**config.mk**
```make
export PLATFORM = sky130hd
export DESIGN_NAME = dcache_wt_flat
export DESIGN_NICKNAME = d
export VERILOG_FILES = /design/src/rtl/dcache_pkg.sv /design/src/rtl/dcache_wt_if.sv /design/src/rtl/dcache_line_store.sv /design/src/rtl/dcache_wt.sv /design/src/flat_wrapper.sv
export SDC_FILE = /design/constraint.sdc
export NUM_CORES = 1
export LEC_CHECK = 0
export BUFFER_PORTS_ARGS = -buffer_cell sky130_fd_sc_hd__buf_2
export CAP_MARGIN = 20
export CORE_ASPECT_RATIO = 0.7
export CORE_MARGIN = 2
export CORE_UTILIZATION = 50
export CTS_BUF_LIST = sky130_fd_sc_hd__clkbuf_8
export DETAILED_ROUTE_END_ITERATION = 10
export GPL_ROUTABILITY_DRIVEN = 0
export PLACE_DENSITY = 0.7
export SYNTH_ARGS = -nofsm -noshare
export SYNTH_HDL_FRONTEND = slang
export SYNTH_SLANG_ARGS = --single-unit
export TNS_END_PERCENT = 20
```
**constraint.sdc**
```tcl
create_clock -name clk -period 8.8 [get_ports clk]
set_clock_uncertainty 0.1 [all_clocks]
set_input_delay 1.76 -clock clk [delete_from_list [all_inputs] [get_ports clk]]
set_output_delay 1.76 -clock clk [all_outputs]
set_load 0.005 [all_outputs]
```
**src/rtl/dcache_pkg.sv**
```systemverilog
// Shared definitions for the write-through data cache.
//   state_t        : controller states, also exported on the debug port
//   INDEX_BITS     : set-index width for the default geometry
//   TAG_BITS       : tag width for the default geometry
//   byte_merge()   : replace one byte lane of a 32-bit word
package dcache_pkg;

  localparam int DEF_ADDRESS_WIDTH = 32;
  localparam int DEF_SETS          = 16;
  localparam int INDEX_BITS        = $clog2(DEF_SETS);
  localparam int TAG_BITS          = DEF_ADDRESS_WIDTH - 2 - INDEX_BITS;

  typedef enum logic [1:0] {
    IDLE   = 2'd0,
    FILL   = 2'd1,
    WRITE  = 2'd2,
    BYPASS = 2'd3
  } state_t;

  // Little-endian lane insert: offset 0 is bits [7:0].
  function automatic logic [31:0] byte_merge(input logic [31:0] word,
                                             input logic [7:0]  b,
                                             input logic [1:0]  offset);
    logic [31:0] r;
    r = word;
    r[{offset, 3'b000} +: 8] = b;
    return r;
  endfunction

endpackage

```
**src/rtl/dcache_wt_if.sv**
```systemverilog
// CPU-side and memory-side signal bundle of the data cache.
//   slave  : the cache (takes CPU requests, drives the memory port)
//   master : the environment (CPU driver plus memory model)
// Handshake: the CPU raises cpu_req with a stable command; while cpu_stall=1
// the command must stay unchanged. A cycle with cpu_req=1 and cpu_stall=0
// completes the access (load data is valid on cpu_rd in that cycle).
// Memory port: mem_rd is a combinational read of mem_a; a write happens at the
// clock edge while mem_we=1. mem_addr_mode 1 = byte, 0 = word.
interface dcache_wt_if #(parameter int AW = 32);
  logic          cpu_req;
  logic          cpu_we;
  logic          cpu_addr_mode;
  logic [AW-1:0] cpu_addr;
  logic [31:0]   cpu_wd;
  logic [31:0]   cpu_rd;
  logic          cpu_stall;
  logic          mem_we;
  logic          mem_addr_mode;
  logic [AW-1:0] mem_a;
  logic [31:0]   mem_wd;
  logic [31:0]   mem_rd;

  modport slave (
    input  cpu_req, cpu_we, cpu_addr_mode, cpu_addr, cpu_wd,
    output cpu_rd, cpu_stall,
    output mem_we, mem_addr_mode, mem_a, mem_wd,
    input  mem_rd
  );

  modport master (
    output cpu_req, cpu_we, cpu_addr_mode, cpu_addr, cpu_wd,
    input  cpu_rd, cpu_stall,
    input  mem_we, mem_addr_mode, mem_a, mem_wd,
    output mem_rd
  );
endinterface

```
**src/rtl/dcache_line_store.sv**
```systemverilog
// Valid/tag/data arrays of the direct-mapped cache, one 32-bit word per line.
//   lk_*  : combinational lookup (hit, line data) at lk_idx_i
//   wr_*  : single write port: tag+data+valid written at wr_idx_i
//   clr_* : conditional clear of a second line (only if valid and tag matches);
//           a misaligned word store touches two adjacent lines in one cycle
// Valid bits clear asynchronously on reset; tag/data are not reset.
module dcache_line_store #(
  parameter int SETS  = 16,
  parameter int IDX_W = 4,
  parameter int TAG_W = 26
) (
  input  logic             clk,
  input  logic             rst_n,
  input  logic [IDX_W-1:0] lk_idx_i,
  input  logic [TAG_W-1:0] lk_tag_i,
  output logic             lk_hit_o,
  output logic [31:0]      lk_data_o,
  input  logic             wr_en_i,
  input  logic [IDX_W-1:0] wr_idx_i,
  input  logic [TAG_W-1:0] wr_tag_i,
  input  logic [31:0]      wr_data_i,
  input  logic             wr_valid_i,
  input  logic             clr_en_i,
  input  logic [IDX_W-1:0] clr_idx_i,
  input  logic [TAG_W-1:0] clr_tag_i
);

  logic [SETS-1:0]  valid_q;
  logic [TAG_W-1:0] tag_q  [SETS];
  logic [31:0]      data_q [SETS];

  assign lk_hit_o  = valid_q[lk_idx_i] && (tag_q[lk_idx_i] == lk_tag_i);
  assign lk_data_o = data_q[lk_idx_i];

  always_ff @(posedge clk or negedge rst_n) begin
    if (!rst_n) begin
      valid_q <= '0;
    end else begin
      if (wr_en_i) valid_q[wr_idx_i] <= wr_valid_i;
      if (clr_en_i && valid_q[clr_idx_i] && (tag_q[clr_idx_i] == clr_tag_i))
        valid_q[clr_idx_i] <= 1'b0;
    end
  end

  always_ff @(posedge clk) begin
    if (wr_en_i) begin
      tag_q[wr_idx_i]  <= wr_tag_i;
      data_q[wr_idx_i] <= wr_data_i;
    end
  end

endmodule

```
**src/rtl/dcache_wt.sv**
```systemverilog
// Direct-mapped, write-through, no-write-allocate data cache.
//   clk, rst_n  : clock, asynchronous active-low reset
//   bus         : CPU request port and data-memory port (dcache_wt_if.slave)
//   hit_count   : load hits (wraps)
//   miss_count  : load misses (wraps)
//   state_o     : controller state, for observation
// Loads hit in IDLE with zero stall; misses go through FILL (2 stall cycles
// total). Misaligned word loads bypass the cache. Every store takes one stall
// cycle and then writes memory in WRITE, updating or invalidating lines.
module dcache_wt
  import dcache_pkg::*;
#(
  parameter int ADDRESS_WIDTH = DEF_ADDRESS_WIDTH,
  parameter int SETS          = DEF_SETS
) (
  input  logic        clk,
  input  logic        rst_n,
  dcache_wt_if.slave  bus,
  output logic [31:0] hit_count,
  output logic [31:0] miss_count,
  output state_t      state_o
);

  localparam int IDX_W = $clog2(SETS);
  localparam int TAG_W = ADDRESS_WIDTH - 2 - IDX_W;
  localparam int WA_W  = ADDRESS_WIDTH - 2;

  state_t state_q, state_d;
  logic [31:0] hit_q, hit_d, miss_q, miss_d;
  logic hit_inc, miss_inc;

  logic [IDX_W-1:0] idx, nxt_idx;
  logic [TAG_W-1:0] tag, nxt_tag;
  logic [WA_W-1:0]  nxt_word;
  logic             aligned, lk_hit;
  logic [31:0]      lk_data;
  logic [7:0]       sel_byte;

  logic             wr_en, wr_valid, clr_en;
  logic [31:0]      wr_data;

  assign idx      = bus.cpu_addr[2+IDX_W-1:2];
  assign tag      = bus.cpu_addr[ADDRESS_WIDTH-1:2+IDX_W];
  // Second word touched by a misaligned word access.
  assign nxt_word = bus.cpu_addr[ADDRESS_WIDTH-1:2] + WA_W'(1);
  assign nxt_idx  = nxt_word[IDX_W-1:0];
  assign nxt_tag  = nxt_word[WA_W-1:IDX_W];
  assign aligned  = (bus.cpu_addr[1:0] == 2'b00);

  always_comb begin
    case (bus.cpu_addr[1:0])
      2'd0:    sel_byte = lk_data[7:0];
      2'd1:    sel_byte = lk_data[15:8];
      2'd2:    sel_byte = lk_data[23:16];
      default: sel_byte = lk_data[31:24];
    endcase
  end

  dcache_line_store #(.SETS(SETS), .IDX_W(IDX_W), .TAG_W(TAG_W)) u_lines (
    .clk        (clk),
    .rst_n      (rst_n),
    .lk_idx_i   (idx),
    .lk_tag_i   (tag),
    .lk_hit_o   (lk_hit),
    .lk_data_o  (lk_data),
    .wr_en_i    (wr_en),
    .wr_idx_i   (idx),
    .wr_tag_i   (tag),
    .wr_data_i  (wr_data),
    .wr_valid_i (wr_valid),
    .clr_en_i   (clr_en),
    .clr_idx_i  (nxt_idx),
    .clr_tag_i  (nxt_tag)
  );

  always_comb begin
    state_d           = state_q;
    bus.cpu_stall     = 1'b0;
    bus.cpu_rd        = '0;
    bus.mem_we        = 1'b0;
    bus.mem_addr_mode = 1'b0;
    bus.mem_a         = bus.cpu_addr;
    bus.mem_wd        = bus.cpu_wd;
    hit_inc           = 1'b0;
    miss_inc          = 1'b0;
    wr_en             = 1'b0;
    wr_valid          = 1'b1;
    wr_data           = bus.mem_rd;
    clr_en            = 1'b0;
    // Outputs stay quiet while reset is held, whatever the CPU presents.
    if (rst_n) begin
      case (state_q)
        IDLE: begin
          if (bus.cpu_req) begin
            if (bus.cpu_we) begin
              bus.cpu_stall = 1'b1;
              state_d       = WRITE;
            end else if (bus.cpu_addr_mode || aligned) begin
              if (lk_hit) begin
                bus.cpu_rd = bus.cpu_addr_mode ? {24'h0, sel_byte} : lk_data;
                hit_inc    = 1'b1;
              end else begin
                bus.cpu_stall = 1'b1;
                state_d       = FILL;
              end
            end else begin
              bus.cpu_stall = 1'b1;
              state_d       = BYPASS;
            end
          end
        end
        FILL: begin
          bus.mem_a     = {bus.cpu_addr[ADDRESS_WIDTH-1:2], 2'b00};
          bus.cpu_stall = 1'b1;
          miss_inc      = 1'b1;
          wr_en         = 1'b1;
          state_d       = IDLE;
        end
        BYPASS: begin
          bus.cpu_rd = bus.mem_rd;
          state_d    = IDLE;
        end
        WRITE: begin
          bus.mem_we        = 1'b1;
          bus.mem_addr_mode = bus.cpu_addr_mode;
          state_d           = IDLE;
          if (bus.cpu_addr_mode) begin
            wr_en   = lk_hit;
            wr_data = byte_merge(lk_data, bus.cpu_wd[7:0], bus.cpu_addr[1:0]);
          end else if (aligned) begin
            wr_en   = lk_hit;
            wr_data = bus.cpu_wd;
          end else begin
            // Straddling store: drop both lines rather than merge two halves.
            wr_en    = lk_hit;
            wr_valid = 1'b0;
            clr_en   = 1'b1;
          end
        end
        default: state_d = IDLE;
      endcase
    end
  end

  assign hit_d  = hit_q + 32'(hit_inc);
  assign miss_d = miss_q + 32'(miss_inc);

  always_ff @(posedge clk or negedge rst_n) begin
    if (!rst_n) begin
      state_q <= IDLE;
      hit_q   <= '0;
      miss_q  <= '0;
    end else begin
      state_q <= state_d;
      hit_q   <= hit_d;
      miss_q  <= miss_d;
    end
  end

  assign hit_count  = hit_q;
  assign miss_count = miss_q;
  assign state_o    = state_q;

endmodule

```
**src/flat_wrapper.sv**
```systemverilog
// flat-port wrapper written by rule: the top's interface ports become plain ports
module dcache_wt_flat import dcache_pkg::*;
#(
  parameter int ADDRESS_WIDTH = DEF_ADDRESS_WIDTH,
  parameter int SETS          = DEF_SETS
)
  (clk, rst_n, hit_count, miss_count, state_o, bus_cpu_req, bus_cpu_we, bus_cpu_addr_mode, bus_cpu_addr, bus_cpu_wd, bus_cpu_rd, bus_cpu_stall, bus_mem_we, bus_mem_addr_mode, bus_mem_a, bus_mem_wd, bus_mem_rd);
  dcache_wt_if #(.AW(32)) bus_i ();
  input  logic clk;
  input  logic rst_n;
  output logic [31:0] hit_count;
  output logic [31:0] miss_count;
  output state_t state_o;
  input wire logic [$bits(bus_i.cpu_req)-1:0] bus_cpu_req;
  input wire logic [$bits(bus_i.cpu_we)-1:0] bus_cpu_we;
  input wire logic [$bits(bus_i.cpu_addr_mode)-1:0] bus_cpu_addr_mode;
  input wire logic [$bits(bus_i.cpu_addr)-1:0] bus_cpu_addr;
  input wire logic [$bits(bus_i.cpu_wd)-1:0] bus_cpu_wd;
  output wire logic [$bits(bus_i.cpu_rd)-1:0] bus_cpu_rd;
  output wire logic [$bits(bus_i.cpu_stall)-1:0] bus_cpu_stall;
  output wire logic [$bits(bus_i.mem_we)-1:0] bus_mem_we;
  output wire logic [$bits(bus_i.mem_addr_mode)-1:0] bus_mem_addr_mode;
  output wire logic [$bits(bus_i.mem_a)-1:0] bus_mem_a;
  output wire logic [$bits(bus_i.mem_wd)-1:0] bus_mem_wd;
  input wire logic [$bits(bus_i.mem_rd)-1:0] bus_mem_rd;
  assign bus_i.cpu_req = bus_cpu_req;
  assign bus_i.cpu_we = bus_cpu_we;
  assign bus_i.cpu_addr_mode = bus_cpu_addr_mode;
  assign bus_i.cpu_addr = bus_cpu_addr;
  assign bus_i.cpu_wd = bus_cpu_wd;
  assign bus_cpu_rd = bus_i.cpu_rd;
  assign bus_cpu_stall = bus_i.cpu_stall;
  assign bus_mem_we = bus_i.mem_we;
  assign bus_mem_addr_mode = bus_i.mem_addr_mode;
  assign bus_mem_a = bus_i.mem_a;
  assign bus_mem_wd = bus_i.mem_wd;
  assign bus_i.mem_rd = bus_mem_rd;
  dcache_wt #(.ADDRESS_WIDTH(ADDRESS_WIDTH), .SETS(SETS)) u_core (.clk(clk), .rst_n(rst_n), .bus(bus_i), .hit_count(hit_count), .miss_count(miss_count), .state_o(state_o));
endmodule
```
# --- After elaboration in Yosys (flattened, before gate mapping) ---
# Memory sizes are Yosys's and may differ from the RTL's.
# Cells that the tools add are included.
totals:
  register_bits: 82
  ram_bits: 928
  wordCells: 98
  n_memories: 2
classes:
  n_addsub: 4
  n_lt_le_gt_ge: 4
  eq_ne: 9
  shifts: 2
  n_mux: 61
  bitwise: 2
  reduce_logical: 10
memory_table:
  columns: ["name", "depth", "width", "read_ports", "rd_ports_with_merged_regs", "write_ports", "line", "source"]
  rows:
  - ["u_core.u_lines.data_q", 16, 32, 1, 0, 1, "dcache_line_store.sv:30", "logic [31:0] data_q [SETS];"]
  - ["u_core.u_lines.tag_q", 16, 26, 2, 0, 1, "dcache_line_store.sv:29", "logic [TAG_W-1:0] tag_q [SETS];"]
ops:
  columns: ["operator", "n"]
  rows:
  - ["2-to-1 mux 32 bit", 10]
  - ["adder 32 x 1 -> 32 bit", 2]
  - ["one-hot mux 32 bit (2 select lines)", 1]
  - ["equality test 26 bit", 2]
  - ["bitwise mux 32 bit", 1]
  - ["2-to-1 mux 1 bit", 32]
  - ["2-to-1 mux 16 bit", 2]
  - ["variable shift 8 x 7 -> 32 bit, first input constant", 1]
  - ["variable part select 8 x 7 -> 32 bit", 1]
  - ["adder 30 x 1 -> 30 bit, second input constant", 1]
  - ["one-hot mux 8 bit (3 select lines)", 1]
  - ["AND 16 bit", 1]
  - ["bitwise mux 16 bit", 1]
  - ["NOT 16 bit", 1]
  - ["2-to-1 mux 2 bit", 6]
  - ["< comparator 4 x 5 -> 1 bit, second input constant", 2]
  - ["binary-select mux 1 bit (select 4 bit)", 2]
  - ["demux 1 bit (select 4 bit)", 2]
  - [">= comparator 4 x 1 -> 1 bit, second input constant", 2]
  - ["negation 5 -> 7 bit", 1]
  - ["equality test 2 bit, second input constant", 3]
  - ["logical AND 1 bit", 5]
  - ["equality test 2 x 1 -> 1 bit, second input constant", 2]
  - ["logical NOT 2 bit", 2]
  - ["other kinds (7)", 8]

# --- Logic depth before layout (Yosys ltp) ---
logic_depth:
  ltp_word: 10
  ltp_mapped: 23
  ltp_nobuf: 17

# --- Hierarchy ---
# Synthesis repeated with hierarchy kept, for this count alone.
unflattened:
  hier_cells: 2649
  hier_area_um2: 46626.0
modules_own_cells:
  columns: ["module", "n_inst", "cells_per_inst", "area_per_inst_um2", "seq_area_each_um2"]
  rows:
  - ["dcache_line_store", 1, 1874, 40410.0, 28267.1]
  - ["dcache_wt", 1, 775, 6216.0, 1651.6]

# --- Worst setup path before layout ---
# No wires, ideal clock.
synth_path:
  kind: "input to register"
  from: "input port bus_cpu_addr[3]"
  to: "register u_core.u_lines.valid_q[1]"
  setup_time_ns: 0.462
  t_arrival_ns: 10.093
  slack_ns: -1.856
  stages: 12
  n_path_buf: 3
  cell_sequence: "clkbuf_1 buf_2 buf_1 mux4_2 mux2i_1 xor2_1 nand4_1 a221o_1 o41ai_1 nand2_1 nor4_1 a221oi_1"
synth_between:
  elab_chain_len: 8
  elab_cells_between_ends: 28
  cone_classes: "1 x add/sub; 4 x order compare; 2 x eq/ne; 13 x mux; 2 x bitwise; 5 x reduce/logical; 1 x memory"
synth_rtl:
  columns: ["element", "line", "source"]
  rows:
  - ["start, declared", "flat_wrapper.sv:17", "input wire logic [$bits(bus_i.cpu_addr)-1:0] bus_cpu_addr;"]
  - ["adder 30 x 1 -> 30 bit, or another cell as far along", "dcache_wt.sv:45", "assign nxt_word = bus.cpu_addr[ADDRESS_WIDTH-1:2] + WA_W'(1);"]
  - ["< comparator 4 x 5 -> 1 bit (not written as such), or another cell as far along", "dcache_line_store.sv:41", "valid_q[clr_idx_i] <= 1'b0;"]
  - ["logical AND 1 bit (not written as such), or another cell as far along", "dcache_line_store.sv:41", null]
  - ["2-to-1 mux 1 bit (not written as such), or another cell as far along", "dcache_line_store.sv:41", null]
  - ["demux 1 bit (select 4 bit), or another cell as far along", "dcache_line_store.sv:41", null]
  - ["NOT 16 bit (no line) or 2-to-1 mux 16 bit (tied branches)", null, null]
  - ["AND 16 bit (no line)", null, null]
  - ["2-to-1 mux 16 bit *", "dcache_line_store.sv:40", "if (clr_en_i && valid_q[clr_idx_i] && (tag_q[clr_idx_i] == clr_tag_i))"]
  - ["end signal, assigned by index", "dcache_line_store.sv:39", "if (wr_en_i) valid_q[wr_idx_i] <= wr_valid_i;"]
  - ["end, declared", "dcache_line_store.sv:28", "logic [SETS-1:0] valid_q;"]
# Every way passes the cells marked *; elsewhere a longest branch is shown, timed or not. The select of a mux whose other input is x is not followed.
# A chain may end at the register's enable or synchronous reset.

# --- Worst setup path in the final report ---
layout_path:
  from: "input port bus_cpu_addr[2]"
  to: "output port bus_cpu_rd[18]"
layout_between:
  elab_chain_len: 9
  elab_cells_between_ends: 13
  cone_classes: "1 x eq/ne; 9 x mux; 1 x reduce/logical; 2 x memory"
layout_rtl:
  columns: ["element", "line", "source"]
  rows:
  - ["memory (16 x 26 bit) or binary-select mux 1 bit (select 4 bit) (tied branches)", null, null]
  - ["equality test 26 bit or 2-to-1 mux 1 bit (tied branches)", "dcache_line_store.sv:32", "assign lk_hit_o = valid_q[lk_idx_i] && (tag_q[lk_idx_i] == lk_tag_i);"]
  - ["logical AND 1 bit", "dcache_line_store.sv:32", null]
  - ["2-to-1 mux 32 bit *", "dcache_wt.sv:99", "if (lk_hit) begin"]
  - ["2-to-1 mux 32 bit *", "dcache_wt.sv:98", "end else if (bus.cpu_addr_mode || aligned) begin"]
  - ["2-to-1 mux 32 bit *", "dcache_wt.sv:95", "if (bus.cpu_we) begin"]
  - ["2-to-1 mux 32 bit *", "dcache_wt.sv:94", "if (bus.cpu_req) begin"]
  - ["one-hot mux 32 bit (2 select lines) *", "dcache_wt.sv:92", "case (state_q)"]
  - ["2-to-1 mux 32 bit *", "dcache_wt.sv:91", "if (rst_n) begin"]
  - ["end, declared", "flat_wrapper.sv:19", "output wire logic [$bits(bus_i.cpu_rd)-1:0] bus_cpu_rd;"]
# Marked as above.

==> results.yml <==
hold_path:
  whs_endpoint: "u_core.hit_count[31]"
  whs_path_depth: 1
  hp-class: "reg -> reg"
  holdCritStartpoint: "u_core.hit_count[31]"
clock_tree:
  root_buffer: "clkbuf_8"
  clock_latency_ns: 0.85
  cts_sinks: 1010
  cts_tree: "built"
  path_clk_slew_ns: 0.06
  cts-buffers-inserted: 153
  ctsResizeCount: 0
  postCtsSetupBuffers: 0
  holdBufCountCts: 0
  clock_path_buffers: 3
  h-tree-depth: 4
synth:
  yosysWarnings: 0
  synth-edff-count: 928
  yosys_register_bits: 1010
  synthCells: 2584
  post_synth.cell_area_avg_sq_um: 17.9
  ys_async_sr_fraction: 0.0812
  syn_area_sq_um: 46200
  syn-num-nets: 2707
  synth_cell_types: 76
  synth_flop_cell: "edfxtp_1"
  ys_seq_area_frac: 0.647
sta:
  final-hold-violation-count: 0
  min_period_ns: 8.18
  max_freq_mhz: 122
  final_max_slew_viol_count: 0
  setup_viol: 0
  worst_slew_pin_slew_ns: 1.16
  layout_setup_ws_ns: 0.619
  slew_headroom: 0.223
  fin_crit_sh: 0.930
  rsz0062_at_grt: "false"
critical_path:
  crit_path_cell_trace: "buf_8 -> buf_4 -> nand2_1 -> buf_4 -> a211oi_1 -> nor4_1 -> o41ai_1 -> and4b_1 -> nand4_1 -> nor3_2 -> and4_1 -> nor3b_4 -> buf_4 -> a22o_1 -> buf_2"
  ff2ff_path_depth: 16
  r2r_slack_ns: 2.83
  critical_path_class: "in -> out"
  critPathRequiredTime_ns: 6.94
  worstSetupStartpointType: "primary input"
  cp.arrival_ns: 6.32
  critPathMaxFanout: 49
  cpMostUsedCell: "buf_4"
  r2r_start: "u_core.u_lines.tag_q[8][13]"
  worstReg2RegEnd: "u_core.hit_count[31]"
  end_kind: "output port"
  cpMaxStageDelayCell: "o41ai_1"
  slowest_delay_ns: 0.65
grt:
  grt_use_total: 0.261
  grt_max_degree: 59
  grt_pass1_wl_microns: 183000
  first_global_vias: 27369
  overflow: 0
  antenna_found_initial: 6
power:
  combinationalPowerShare: 0.125
  clkPwrFrac: 0.353
  switchingPower_mw: 2.80
  peakVddDrop_mv: 0.102
  p_int_mw: 7.76
  p_leak_nw: 18.0
  pwr-share-seq: 0.522
  p_per_area_nw_per_um2: 204
  p_sw_frac: 0.265
floorplan:
  fp.dieW_microns: 367
  num_rows: 93
  ioPinCount: 266
  coreArea_sq_um: 91800
  die_h_microns: 258
  initial_core_util: 0.504
  dieArea_sq_um: 94900
job:
  drv_cap: 0
cells_and_area:
  syn2layout_area_growth_pct: 12.1
  fin_area_sq_um: 51800
  layout-drive-gt1-share: 0.318
  layout_commonest_cell: "edfxtp_1"
  fin_nets: 3006
  final_cell_mix: "edfxtp_1, mux4_2, buf_2"
detailed_routing:
  drtIter0Drc: 4387
  ant_nets: 0
  drc: 0
  detail_route.vias_per_cell: 6.59
  routedWlPerCell_microns: 29.4
  wl_microns: 125000
  num_vias: 28014
  drt_pre_antenna_iters: 6
place:
  hpwl_microns: 75800
  pre_cts_ws_ns: 0.782
  port_buffers: 265
  placed_area_sq_um: 48700
status:
  outcome: "completed"
-- final cells by class --
type	count	area, sq um
Clock buffer	156	2150
Tap cell	1235	1550
Clock inverter	127	776
Sequential cell	1010	29900
Timing Repair Buffer	369	2390
Antenna cell	5	12.5
Fill cell	6815	40000
Multi-Input combinational cell	1318	14900
Inverter	31	116
-- critical path, delay by kind of cell --
kind / cells / cell delay [ns]
AOI/OAI and AO/OA: 3 / 1.12
buffers and inverters: 5 / 1.37
and+or+nand+nor: 7 / 1.95
-- how the worst max path moves through the flow --
| stage | endpoint | from | cells after the start | slack [ns] |
|---|---|---|---|---|
| 2_1_floorplan | u_core.u_lines.valid_q[13] | bus_cpu_addr[3] | 12 | -0.35 |
| 3_3_place_gp | bus_cpu_rd[13] | bus_cpu_addr[2] | 13 | 0.91 |
| 3_5_place_dp | bus_cpu_rd[28] | bus_cpu_addr[2] | 13 | 0.78 |
| 4_1_cts | bus_cpu_rd[28] | bus_cpu_addr[2] | 13 | 0.76 |
| 5_1_grt | bus_cpu_rd[25] | bus_cpu_addr[2] | 13 | 0.49 |
| 6_report | bus_cpu_rd[18] | bus_cpu_addr[2] | 15 | 0.62 |
-- flip-flops by register name (all words and copies together), names as in the netlist --
name                    cells
u_core.miss_count          32
u_core.u_lines.tag_q      416
u_core.u_lines.data_q     512
u_core.u_lines.valid_q     16
u_core.hit_count           32
u_core.state_o              2
-- Yosys cell counts, drive strengths merged, types with 34 or more instances --
library cell,instances,share of area
a22oi,47,0.0076
a22o,43,0.0081
dfrtp,82,0.044
a221oi,50,0.0097
clkbuf,51,0.0041
mux4,343,0.17
xor2,34,0.0064
mux2i,99,0.021
nand3,50,0.0054
edfxtp,928,0.60
nand2,85,0.0069
and3,36,0.0049
nor2,109,0.0089
a21oi,60,0.0065
xnor2,88,0.017
buf,173,0.027
-- power by group through the flow --
stage	sequential, mW	combinational, mW	clock [mW]
global route	5.51	1.40	3.99
global placement	5.60	1.23	0
CTS	5.51	1.27	3.79
detailed placement	5.61	1.27	0
floorplan	5.59	0.826	0
finish	5.51	1.32	3.73
-- kinds of logic (layout without fill, tap and decap cells) --
logic type                 after synthesis  in the layout  synth area share
AOI/OAI and AO/OA                      322            322            0.0526
xor gates and xnor gates               122            122            0.0231
adders and majority gates               22             22           0.00595
buffers and inverters                  256            683            0.0341
DFF                                   1010           1010             0.647
muxes                                  461            461             0.194
other                                    0              5                 0
and+or+nand+nor                        391            391            0.0427
-- per-layer routing --
| layer | wire length, microns | vias to the layer above | track usage |
|---|---|---|---|
| li1 | - | 11280 | - |
| met1 | 50300 | 14473 | 0.385 |
| met2 | 56400 | 1973 | 0.385 |
| met3 | 14600 | 286 | 0.0624 |
| met4 | 3550 | 2 | 0.0893 |
| met5 | 8 | - | 0 |
-- metrics by stage --
step                TNS [ns]  utilization  power [mW]  cells  hold slack [ns]
global placement           0        0.531        6.83   3948            0.360
floorplan              -6.93            -        6.42   2584            0.368
finish                     0        0.564        10.6   4251            0.371
CTS                        0        0.562        10.6   4231            0.378
global route               0        0.564        10.9   4250            0.391
detailed placement         0        0.531        6.87   3948            0.371
Note: power is estimated with default switching activity, not from simulation.
